File: src/rtl/mips_isa_pkg.sv
// mips_isa_pkg: shared MIPS ISA definitions for the instruction encoder and
// the opcode/function control decoder.
//   op_e      : symbolic operation enum (values 0..29; 30 and 31 are illegal)
//   OPC_*/FN_*: primary opcode and R-type funct field values
//   RT_*      : REGIMM rt selectors (BGEZ/BLTZ share one opcode)
//   op_legal  : true for enum values the encoder knows
//   encode    : assembles the 32-bit instruction word from request fields
package mips_isa_pkg;

  typedef enum logic [4:0] {
    OP_ADD, OP_SUB, OP_AND, OP_OR, OP_NOR, OP_XOR, OP_SLT, OP_SLL, OP_SRL,
    OP_JR, OP_MUL, OP_ADDI, OP_ANDI, OP_ORI, OP_XORI, OP_SLTI, OP_LW, OP_SW,
    OP_LB, OP_SB, OP_LH, OP_SH, OP_BEQ, OP_BNE, OP_BGTZ, OP_BLEZ, OP_BGEZ,
    OP_BLTZ, OP_J, OP_JAL
  } op_e;

  localparam logic [4:0] OP_LAST = 5'd29;

  localparam logic [5:0] OPC_SPECIAL  = 6'b000000;
  localparam logic [5:0] OPC_SPECIAL2 = 6'b011100;
  localparam logic [5:0] OPC_REGIMM   = 6'b000001;
  localparam logic [5:0] OPC_ADDI     = 6'b001000;
  localparam logic [5:0] OPC_ANDI     = 6'b001100;
  localparam logic [5:0] OPC_ORI      = 6'b001101;
  localparam logic [5:0] OPC_XORI     = 6'b001110;
  localparam logic [5:0] OPC_SLTI     = 6'b001010;
  localparam logic [5:0] OPC_LW       = 6'b100011;
  localparam logic [5:0] OPC_SW       = 6'b101011;
  localparam logic [5:0] OPC_LB       = 6'b100000;
  localparam logic [5:0] OPC_SB       = 6'b101000;
  localparam logic [5:0] OPC_LH       = 6'b100001;
  localparam logic [5:0] OPC_SH       = 6'b101001;
  localparam logic [5:0] OPC_BEQ      = 6'b000100;
  localparam logic [5:0] OPC_BNE      = 6'b000101;
  localparam logic [5:0] OPC_BGTZ     = 6'b000111;
  localparam logic [5:0] OPC_BLEZ     = 6'b000110;
  localparam logic [5:0] OPC_J        = 6'b000010;
  localparam logic [5:0] OPC_JAL      = 6'b000011;

  localparam logic [5:0] FN_ADD = 6'b100000;
  localparam logic [5:0] FN_SUB = 6'b100010;
  localparam logic [5:0] FN_AND = 6'b100100;
  localparam logic [5:0] FN_OR  = 6'b100101;
  localparam logic [5:0] FN_NOR = 6'b100111;
  localparam logic [5:0] FN_XOR = 6'b100110;
  localparam logic [5:0] FN_SLT = 6'b101010;
  localparam logic [5:0] FN_SLL = 6'b000000;
  localparam logic [5:0] FN_SRL = 6'b000010;
  localparam logic [5:0] FN_JR  = 6'b001000;
  localparam logic [5:0] FN_MUL = 6'b000010;

  localparam logic [4:0] RT_BGEZ = 5'b00001;
  localparam logic [4:0] RT_BLTZ = 5'b00000;

  function automatic logic op_legal(input logic [4:0] op);
    return op <= OP_LAST;
  endfunction

  function automatic logic [31:0] encode(input logic [4:0]  op,
                                         input logic [4:0]  rs,
                                         input logic [4:0]  rt,
                                         input logic [4:0]  rd,
                                         input logic [4:0]  shamt,
                                         input logic [15:0] imm,
                                         input logic [25:0] target);
    logic [31:0] w;
    w = '0;
    case (op)
      OP_ADD:  w = {OPC_SPECIAL, rs, rt, rd, 5'd0, FN_ADD};
      OP_SUB:  w = {OPC_SPECIAL, rs, rt, rd, 5'd0, FN_SUB};
      OP_AND:  w = {OPC_SPECIAL, rs, rt, rd, 5'd0, FN_AND};
      OP_OR:   w = {OPC_SPECIAL, rs, rt, rd, 5'd0, FN_OR};
      OP_NOR:  w = {OPC_SPECIAL, rs, rt, rd, 5'd0, FN_NOR};
      OP_XOR:  w = {OPC_SPECIAL, rs, rt, rd, 5'd0, FN_XOR};
      OP_SLT:  w = {OPC_SPECIAL, rs, rt, rd, 5'd0, FN_SLT};
      // Shifts take their amount from shamt; rs is unused and forced to 0.
      OP_SLL:  w = {OPC_SPECIAL, 5'd0, rt, rd, shamt, FN_SLL};
      OP_SRL:  w = {OPC_SPECIAL, 5'd0, rt, rd, shamt, FN_SRL};
      OP_JR:   w = {OPC_SPECIAL, rs, 15'd0, FN_JR};
      OP_MUL:  w = {OPC_SPECIAL2, rs, rt, rd, 5'd0, FN_MUL};
      OP_ADDI: w = {OPC_ADDI, rs, rt, imm};
      OP_ANDI: w = {OPC_ANDI, rs, rt, imm};
      OP_ORI:  w = {OPC_ORI,  rs, rt, imm};
      OP_XORI: w = {OPC_XORI, rs, rt, imm};
      OP_SLTI: w = {OPC_SLTI, rs, rt, imm};
      OP_LW:   w = {OPC_LW,   rs, rt, imm};
      OP_SW:   w = {OPC_SW,   rs, rt, imm};
      OP_LB:   w = {OPC_LB,   rs, rt, imm};
      OP_SB:   w = {OPC_SB,   rs, rt, imm};
      OP_LH:   w = {OPC_LH,   rs, rt, imm};
      OP_SH:   w = {OPC_SH,   rs, rt, imm};
      OP_BEQ:  w = {OPC_BEQ,  rs, rt, imm};
      OP_BNE:  w = {OPC_BNE,  rs, rt, imm};
      OP_BGTZ: w = {OPC_BGTZ, rs, 5'd0, imm};
      OP_BLEZ: w = {OPC_BLEZ, rs, 5'd0, imm};
      // BGEZ/BLTZ share REGIMM; the rt field selects the comparison.
      OP_BGEZ: w = {OPC_REGIMM, rs, RT_BGEZ, imm};
      OP_BLTZ: w = {OPC_REGIMM, rs, RT_BLTZ, imm};
      OP_J:    w = {OPC_J,   target};
      OP_JAL:  w = {OPC_JAL, target};
      default: w = '0;
    endcase
    return w;
  endfunction

endpackage

File: src/rtl/instr_enc_fifo.sv
// instr_enc_fifo: synchronous FIFO buffering encoded words ahead of the
// instruction-memory write port.
//   clk, rst_n : clock, asynchronous active-low reset of pointers/count
//   flush      : synchronous clear, wins over push/pop in the same cycle
//   push       : write push_data (ignored when full)
//   pop        : drop the head entry (ignored when empty)
//   head       : current head entry (valid while !empty)
//   empty      : no entries held
//   count      : number of entries held, 0..DEPTH
// DEPTH must be a power of two so the pointers wrap naturally.
module instr_enc_fifo #(
  parameter int DATA_W = 32,
  parameter int DEPTH  = 4
) (
  input  logic                     clk,
  input  logic                     rst_n,
  input  logic                     flush,
  input  logic                     push,
  input  logic [DATA_W-1:0]        push_data,
  input  logic                     pop,
  output logic [DATA_W-1:0]        head,
  output logic                     empty,
  output logic [$clog2(DEPTH):0]   count
);

  localparam int PTR_W = $clog2(DEPTH);
  localparam int CNT_W = PTR_W + 1;

  logic [DATA_W-1:0] mem [DEPTH];
  logic [PTR_W-1:0]  wr_ptr;
  logic [PTR_W-1:0]  rd_ptr;
  logic              push_ok;
  logic              pop_ok;

  assign empty   = (count == '0);
  assign push_ok = push && (count != CNT_W'(DEPTH));
  assign pop_ok  = pop && !empty;
  assign head    = mem[rd_ptr];

  always_ff @(posedge clk or negedge rst_n) begin
    if (!rst_n) begin
      wr_ptr <= '0;
      rd_ptr <= '0;
      count  <= '0;
    end else if (flush) begin
      wr_ptr <= '0;
      rd_ptr <= '0;
      count  <= '0;
    end else begin
      if (push_ok) wr_ptr <= wr_ptr + PTR_W'(1);
      if (pop_ok)  rd_ptr <= rd_ptr + PTR_W'(1);
      case ({push_ok, pop_ok})
        2'b10:   count <= count + CNT_W'(1);
        2'b01:   count <= count - CNT_W'(1);
        default: count <= count;
      endcase
    end
  end

  // Storage is plain data: only the pointers decide what is valid.
  always_ff @(posedge clk) begin
    if (push_ok && !flush) mem[wr_ptr] <= push_data;
  end

endmodule

File: src/rtl/instr_encoder.sv
// instr_encoder: turns symbolic instruction requests into 32-bit MIPS words
// and writes them to instruction memory at auto-incrementing word addresses.
//   Clk, Rst_n        : clock, asynchronous active-low reset
//   ReqValid/ReqReady : request handshake; ReqOp plus ReqRs/Rt/Rd/Shamt/Imm/Target
//   Flush             : synchronous restart (drops buffered words, rewinds address)
//   MemWrEn/MemAddr/MemWrData/MemReady : instruction-memory write port
//   Count             : instructions written, saturating at all-ones
//   Error             : sticky flag, set when an illegal op (30/31) is accepted
// Optional: define INSTR_ENC_PARITY_EN to add MemWrParity, the even parity of
// MemWrData, carried through the FIFO beside each word.
module instr_encoder
  import mips_isa_pkg::*;
#(
  parameter int ADDR_W     = 10,
  parameter int FIFO_DEPTH = 4,
  parameter int BASE_ADDR  = 0
) (
  input  logic              Clk,
  input  logic              Rst_n,
  input  logic              ReqValid,
  output logic              ReqReady,
  input  logic [4:0]        ReqOp,
  input  logic [4:0]        ReqRs,
  input  logic [4:0]        ReqRt,
  input  logic [4:0]        ReqRd,
  input  logic [4:0]        ReqShamt,
  input  logic [15:0]       ReqImm,
  input  logic [25:0]       ReqTarget,
  input  logic              Flush,
  output logic              MemWrEn,
  output logic [ADDR_W-1:0] MemAddr,
  output logic [31:0]       MemWrData,
  input  logic              MemReady,
  output logic [ADDR_W:0]   Count,
`ifdef INSTR_ENC_PARITY_EN
  output logic              Error,
  output logic              MemWrParity
`else
  output logic              Error
`endif
);

`ifdef INSTR_ENC_PARITY_EN
  localparam int FIFO_W = 33;
`else
  localparam int FIFO_W = 32;
`endif
  localparam int CNT_W = $clog2(FIFO_DEPTH) + 1;
  localparam int OCC_W = CNT_W + 1;
  localparam logic [ADDR_W-1:0] BASE = ADDR_W'(BASE_ADDR);

  logic              run_q;
  logic              accept;
  logic              pop;
  logic [31:0]       word_p1;
  logic              vld_p1;
  logic [FIFO_W-1:0] push_data;
  logic [FIFO_W-1:0] fifo_head;
  logic              fifo_empty;
  logic [CNT_W-1:0]  fifo_count;
  logic [OCC_W-1:0]  occupancy;

  // Keeps ReqReady low while in reset and for the first edge after release.
  always_ff @(posedge Clk or negedge Rst_n) begin
    if (!Rst_n) run_q <= 1'b0;
    else        run_q <= 1'b1;
  end

  // Counting the word in the encode stage guarantees the FIFO never overflows.
  assign occupancy = {1'b0, fifo_count} + OCC_W'(vld_p1);
  assign ReqReady  = run_q && !Flush && (occupancy < OCC_W'(FIFO_DEPTH));
  assign accept    = ReqValid && ReqReady;
  assign pop       = !fifo_empty && MemReady && !Flush;

  // ---- stage p1: encode register (accept edge) ----
  always_ff @(posedge Clk or negedge Rst_n) begin
    if (!Rst_n) begin
      vld_p1 <= 1'b0;
      Error  <= 1'b0;
    end else if (Flush) begin
      vld_p1 <= 1'b0;
      Error  <= 1'b0;
    end else begin
      vld_p1 <= accept && op_legal(ReqOp);
      if (accept && !op_legal(ReqOp)) Error <= 1'b1;
    end
  end

  always_ff @(posedge Clk) begin
    if (accept) word_p1 <= encode(ReqOp, ReqRs, ReqRt, ReqRd, ReqShamt, ReqImm, ReqTarget);
  end

  // ---- stage p2: FIFO push, head drives the write port ----
`ifdef INSTR_ENC_PARITY_EN
  assign push_data   = {^word_p1, word_p1};
  assign MemWrParity = fifo_empty ? 1'b0 : fifo_head[32];
`else
  assign push_data   = word_p1;
`endif

  instr_enc_fifo #(
    .DATA_W (FIFO_W),
    .DEPTH  (FIFO_DEPTH)
  ) u_fifo (
    .clk       (Clk),
    .rst_n     (Rst_n),
    .flush     (Flush),
    .push      (vld_p1),
    .push_data (push_data),
    .pop       (pop),
    .head      (fifo_head),
    .empty     (fifo_empty),
    .count     (fifo_count)
  );

  // Data is forced to zero when idle so stale storage never shows on the port.
  assign MemWrEn   = !fifo_empty;
  assign MemWrData = fifo_empty ? 32'd0 : fifo_head[31:0];

  always_ff @(posedge Clk or negedge Rst_n) begin
    if (!Rst_n) begin
      MemAddr <= BASE;
      Count   <= '0;
    end else if (Flush) begin
      MemAddr <= BASE;
      Count   <= '0;
    end else if (pop) begin
      MemAddr <= MemAddr + ADDR_W'(1);
      if (Count != '1) Count <= Count + (ADDR_W + 1)'(1);
    end
  end

endmodule

File: config.mk
export PLATFORM = sky130hd
export DESIGN_NAME = instr_encoder
export DESIGN_NICKNAME = d
export VERILOG_FILES = /design/src/rtl/mips_isa_pkg.sv /design/src/rtl/instr_enc_fifo.sv /design/src/rtl/instr_encoder.sv
export SDC_FILE = /design/constraint.sdc
export NUM_CORES = 1
export LEC_CHECK = 0
export BUFFER_PORTS_ARGS = -buffer_cell sky130_fd_sc_hd__buf_2
export CAP_MARGIN = 20
export CORE_MARGIN = 3
export CORE_UTILIZATION = 63
export CTS_BUF_LIST = sky130_fd_sc_hd__clkbuf_8
export DETAILED_ROUTE_END_ITERATION = 8
export PLACE_DENSITY = 0.93
export SETUP_SLACK_MARGIN = 0.15
export SYNTH_ARGS = -nofsm -noshare
export SYNTH_HDL_FRONTEND = slang
export SYNTH_SLANG_ARGS = --single-unit
File: constraint.sdc
create_clock -name Clk -period 6.5 [get_ports Clk]
set_input_delay 1.3 -clock Clk [delete_from_list [all_inputs] [get_ports Clk]]
set_output_delay 1.3 -clock Clk [all_outputs]
set_load 0.03 [all_outputs]
==> results.sh, run 1 <==
export IMPL_die_x_um=120
export IMPL_synth_top_area_share_pct=58.8
export IMPL_cp_data_arrival_time_ps=2540
export IMPL_fmax_ghz=0.261
export IMPL_rsz0062_at_grt="no"
export IMPL_synth_seq_area_share_pct=68.3
export IMPL_tightest_slew_ps=923
export IMPL_ff2ff_setup_slack_ps=3970
export IMPL_ant_nets=0
export IMPL_path_clk_slew_ps=90
export IMPL_status="complete, no violations"
export IMPL_ys_seq_elements=191
export IMPL_htree_levels=4
export IMPL_num_rows=40
export IMPL_post_route_period_util_pct=59.0
export IMPL_grt_overflow=0
export IMPL_drive_above_1_share_pct=31.6
export IMPL_drt_iter0_drc=418
export IMPL_ys_types=61
export IMPL_grt_pass1_vias=5172
export IMPL_cts_buffers=17
export IMPL_cap_viol_max_count=0
export IMPL_vias_per_cell=6.11
export IMPL_synthesis_area_sq_um=8180
export IMPL_grt_usage_pct=26.0
export IMPL_cts_buffer_depth=2
export IMPL_p_leak_nw=3.51
export IMPL_dr_pass1_iters=6
export IMPL_critPathLaunchType="register"
export IMPL_die_area_sq_um=14400
export IMPL_tritoncts="yes"
export IMPL_routedWlPerCell_um=21.7
export IMPL_dpl_hpwl_mm=11.5
export IMPL_synthCells=524
export IMPL_crit_chain="buf_4, mux4_2, nor2b_1, buf_2"
export IMPL_grt_pass1_wl_mm=27.8
export IMPL_post_cts_setup_buffers=0
export IMPL_max_slew_margin_pct=38.1
export IMPL_start_util_pct=66.1
export IMPL_final_max_slew_violation_count=0
export IMPL_crit_buf_inv=2
export IMPL_chipHeight_um=120
export IMPL_fin_setup_tns_ps=0
export IMPL_ys_flop_type="edfxtp_1"
export IMPL_worstSetupPathType="reg2out"
export IMPL_n_antenna_cell=0
export IMPL_num_nets_final=730
export IMPL_cp_required_ps=5200
export IMPL_max_stage_delay_ps=620
export IMPL_cts_root_buf="clkbuf_8"
export IMPL_synth_edf_count=160
export IMPL_synthArstFlopShare_pct=16.2
export IMPL_yosys_area_top_type="edfxtp_1"
export IMPL_ir_drop_uv=217
export IMPL_cts_resized=0
export IMPL_clock_sinks=191
export IMPL_grt_max_degree=38
export IMPL_syn_to_final_growth_pct=14.6
export IMPL_core_area_sq_um=12400
export IMPL_crit_slowest_cell="dfrtp_2"
export IMPL_routed_wl_mm=18.0
export IMPL_min_path_type="reg2reg"
export IMPL_end_kind="primary output"
export IMPL_syn_nets=603
export IMPL_cts_hold_buf=0
export IMPL_hold_violations=0
export IMPL_io_buffers=127
export IMPL_power_density_nw_per_um2=306
export IMPL_antenna_found_initial=0
export IMPL_total_power_mw=2.87
export IMPL_finalSetupViolations=0
export IMPL_vias=5084
export IMPL_clk_latency_ps=460
export IMPL_nFillCells=727
export IMPL_cp_top_family="buffers and inverters"
export IMPL_fin_crit_ps=3840
export IMPL_ys_warn_count=0
export IMPL_gp_congestion=0.795
export IMPL_critical_path_peak_fanout=23
export IMPL_synth_avg_cell_area_sq_um=15.6
export IMPL_yosys_top_cells_area="edfxtp_1 (59%), dfrtp_1 (9.5%), mux4_2 (8.8%)"
export IMPL_drc=0
export IMPL_skew_ps=12.6
export IMPL_io_pins=128
-- Yosys cell counts, types with 2 or more instances --
library cell	number
nor4_1	3
nor2b_1	39
mux2i_1	4
nand2b_1	8
nor3_1	7
o21ai_0	15
o31ai_2	2
nand4_1	3
xnor2_1	9
buf_2	13
nand3_1	9
o211ai_1	2
inv_1	13
a222oi_1	5
a221o_1	7
buf_1	2
and3_1	4
dfrtp_1	31
a21o_1	2
a31oi_1	3
clkbuf_1	10
edfxtp_1	160
and2_1	10
a22o_1	10
nand2_1	23
a21oi_1	14
mux2_2	2
nor2_1	37
ha_1	6
buf_4	2
or3_1	4
mux4_2	32
nor3b_1	2
xor2_1	4
-- through the flow --
stage / utilization, % / std cells / hold slack (ps) / setup slack, ps / cell area (sq um)
finish: 75.8 / 832 / 503 / 2660 / 9370
global route: 75.8 / 832 / 534 / 2470 / 9370
CTS: 75.7 / 831 / 504 / 2560 / 9360
detailed placement: 72.4 / 799 / 482 / 2920 / 8950
global placement: 72.4 / 799 / 466 / 2980 / 8950
floorplan: - / 524 / 459 / 2970 / 8180
-- kinds of logic after synthesis --
family	count (synthesis)	share of synthesized area [%]
compound gates	74	6.86
xor+xnor	13	1.39
fa+ha+maj	7	1.16
buf+inv	42	2.33
flops	191	68.3
mux	39	9.76
other cells	1	0.0459
simple gates	157	10.2
-- layout make-up --
cell class	instances	area [sq um]	share of cell area, %
Sequential cell	191	5580	59.6
Multi-Input combinational cell	291	2410	25.7
Timing Repair Buffer	137	711	7.59
Clock buffer	17	234	2.50
Tap cell	168	210	2.24
Clock inverter	15	170	1.82
Inverter	13	48.8	0.521
-- worst paths after layout --
| kind | depth (start not counted) | from | end |
|---|---|---|---|
| hold reg to reg | 0 | push_data[16] | u_fifo.mem[2][16] |
| hold / removal | 0 | push_data[16] | u_fifo.mem[2][16] |
| setup reg to reg | 7 | u_fifo.count[1] | u_fifo.count[2] |
| max in group asynchronous | 1 | Rst_n | u_fifo.rd_ptr[0] |
| setup / recovery | 4 | u_fifo.rd_ptr[0] | MemWrData[31] |
| min in group asynchronous | 1 | Rst_n | MemAddr[6] |
-- power by group --
group / switching [mW] / internal [mW] / total [mW]
registers: 0.0474 / 1.36 / 1.40
logic: 0.424 / 0.249 / 0.673
clock network: 0.409 / 0.379 / 0.787
total: 0.880 / 1.99 / 2.87
-- layer usage --
| layer | GRT usage [%] | wire length, um | vias up |
|---|---|---|---|
| met5 | 0 | 0 | - |
| met4 | 10.9 | 509 | 0 |
| met3 | 5.70 | 1110 | 40 |
| met2 | 46.3 | 9880 | 262 |
| met1 | 30.5 | 6510 | 2523 |
| li1 | - | - | 2259 |
-- state kept, by name, summed over array words and instances (netlist names) --
signal	flops
Count	11
u_fifo.mem	128
vld_p1	1
u_fifo.count	3
run_q	1
u_fifo.rd_ptr	2
MemAddr	10
Error	1
push_data	32
u_fifo.wr_ptr	2
-- worst reg2reg max path: cells and delay by family, from the launching register on --
family	cells	cell delay, ps
compound gates	3	830
simple gates	3	690
flops	1	500
fa+ha+maj	1	450
-- layout by cell type, fill, tap and decap left out, types with 9 or more instances in the layout --
cell and n:
edfxtp_1 160, buf_2 127, nor2b_1 39, nor2_1 37
mux4_2 32, dfrtp_1 30, nand2_1 23, clkbuf_8 17
o21ai_0 15, a21oi_1 14, inv_1 14, a22o_1 10
and2_1 10, buf_4 10, nand3_1 9, xnor2_1 9
Note: power is estimated with default switching activity, not from simulation.
==> inputs of run 2 (changes only) <==
CORE_UTILIZATION = 53   (was 63)
PLACE_DENSITY = 0.84   (was 0.93)
clock period = 3.47 ns   (was 6.5 ns; I/O delays follow)
==> results.sh, run 2 (same netlist as run 1, synthesis figures left out) <==
export IMPL_endpoint="MemWrData[13]"
export IMPL_critical_path_peak_fanout=20
export IMPL_io_pins=128
export IMPL_power_density_nw_per_um2=569
export IMPL_p_switching_mw=1.61
export IMPL_io_buffers=127
export IMPL_clock_sinks=191
export IMPL_die_area_sq_um=17000
export IMPL_multi_input_area_sq_um=2420
export IMPL_cp_top_family="flip-flops"
export IMPL_drt_iter0_drc=443
export IMPL_cts_resized=0
export IMPL_post_route_period_util_pct=86.7
export IMPL_hold_slack_ps=283
export IMPL_vias_per_cell=5.88
export IMPL_cts_hold_buf=0
export IMPL_vias=4967
export IMPL_rsz0062_at_grt="no"
export IMPL_cts_buffers=17
export IMPL_cp_required_ps=2780
export IMPL_fin_crit_ps=3010
export IMPL_fin_setup_tns_ps=0
export IMPL_skew_ps=11.8
export IMPL_gp_congestion=0.910
export IMPL_dpl_hpwl_mm=11.4
export IMPL_ir_drop_uv=321
export IMPL_htree_levels=4
export IMPL_max_stage_delay_ps=700
export IMPL_cts_buffer_depth=2
export IMPL_r2r_end="u_fifo.count[2]"
export IMPL_place_inst=813
export IMPL_grt_usage_pct=20.9
export IMPL_finalSetupViolations=0
export IMPL_num_rows=44
export IMPL_largest_register_ffs=128
export IMPL_core_area_sq_um=14800
export IMPL_post_cts_setup_buffers=0
export IMPL_drive_above_1_share_pct=32.2
export IMPL_start_util_pct=55.2
export IMPL_crit_buf_inv=2
export IMPL_dr_pass1_iters=9
export IMPL_tritoncts="yes"
export IMPL_ant_nets=0
export IMPL_crit_chain="buf_12, mux4_2, nor2b_1, buf_2"
export IMPL_top_register="u_fifo.mem"
export IMPL_final_cells=845
export IMPL_max_slew_margin_pct=37.4
export IMPL_ff2ff_setup_slack_ps=920
export IMPL_hold_violations=0
export IMPL_syn_to_final_growth_pct=15.0
export IMPL_placed_cell_area_sq_um=8990
export IMPL_n_antenna_cell=0
export IMPL_grt_max_degree=34
export IMPL_crit_slowest_cell="dfrtp_2"
export IMPL_pwr_share_clk_pct=27.1
export IMPL_tightest_slew_ps=933
export IMPL_cap_viol_max_count=0
export IMPL_p_int_mw=3.73
export IMPL_stdcell_area_sq_um=9400
export IMPL_critPathLaunchType="register"
export IMPL_rr_startpoint="u_fifo.count[1]"
export IMPL_min_path_type="in2async"
export IMPL_end_kind="primary output"
export IMPL_clk_latency_ps=450
export IMPL_routed_wl_mm=16.9
export IMPL_drc=0
export IMPL_path_clk_slew_ps=90
export IMPL_cts_root_buf="clkbuf_8"
export IMPL_p_leak_nw=3.50
export IMPL_grt_pass1_wl_mm=26.6
export IMPL_layout_common_cells="edfxtp_1 (160), buf_2 (127), nor2b_1 (39)"
export IMPL_grt_pass1_vias=4938
export IMPL_num_nets_final=728
export IMPL_routedWlPerCell_um=20.0
export IMPL_cp_startpoint="u_fifo.rd_ptr[0]"
export IMPL_chipHeight_um=130
export IMPL_final_max_slew_violation_count=0
export IMPL_p_seq_share_pct=49.4
export IMPL_fmax_ghz=0.333
export IMPL_regArea_sq_um=5580
export IMPL_antenna_found_initial=0
export IMPL_status="complete, no violations"
export IMPL_grt_overflow=0
export IMPL_final_common_cell="edfxtp_1"
export IMPL_nFillCells=1042
export IMPL_die_x_um=130
export IMPL_worstSetupPathType="reg2out"
export IMPL_cp_data_arrival_time_ps=2310
export IMPL_reg2regPathDepth=7
export IMPL_p_sw_share_pct=30.2
export IMPL_combPwrFrac_pct=23.5
export IMPL_path_depth=4
## run 2: changes by cell type in the layout (fill, tap and decap cells not counted), moves of 2 or more
cell / change
clkinv_2: -2
and2_1: -4
and2_2: +4
buf_4: -5
buf_12: +2
## run 2: final cells by class
type,instances,area share (%)
well taps,184,2.45
clock inverters,14,1.76
repair buffers,135,7.70
clock buffers,17,2.49
flip-flops and latches,191,59.4
inverters,13,0.519
multi-input cells,291,25.7
## run 2: worst min-delay path by stage
stage | slack (ps) | cells after the start | end
after floorplan | 400 | 0 | Count[0]
after global placement | 470 | 0 | u_fifo.mem[2][17]
after detailed placement | 480 | 0 | u_fifo.mem[1][3]
after CTS | 280 | 1 | Count[10]
after global routing | 310 | 1 | Count[4]
final | 280 | 1 | Count[10]
## run 2: power by group through the flow
stage	Sequential [mW]	Combinational, mW	Clock [mW]
2_1_floorplan	2.65	0.945	0
3_3_place_gp	2.68	1.25	0
3_5_place_dp	2.69	1.27	0
4_1_cts	2.64	1.28	1.47
5_1_grt	2.65	1.36	1.57
6_report	2.64	1.26	1.45
## run 2: layer usage
layer,share of wire [%],global-route usage [%]
met4,1.6,6.72
met2,51,34.5
met5,0,0
met3,5.9,4.42
met1,42,28.0
## run 2: metrics by stage
stage          worst slack (ps)  util [%]  power, mW
3_3_place_gp                930      60.7       3.93
3_5_place_dp                815      60.7       3.97
5_1_grt                     291      63.5       5.58
6_report                    463      63.5       5.35
4_1_cts                     378      63.4       5.39
2_1_floorplan               542         -       3.59
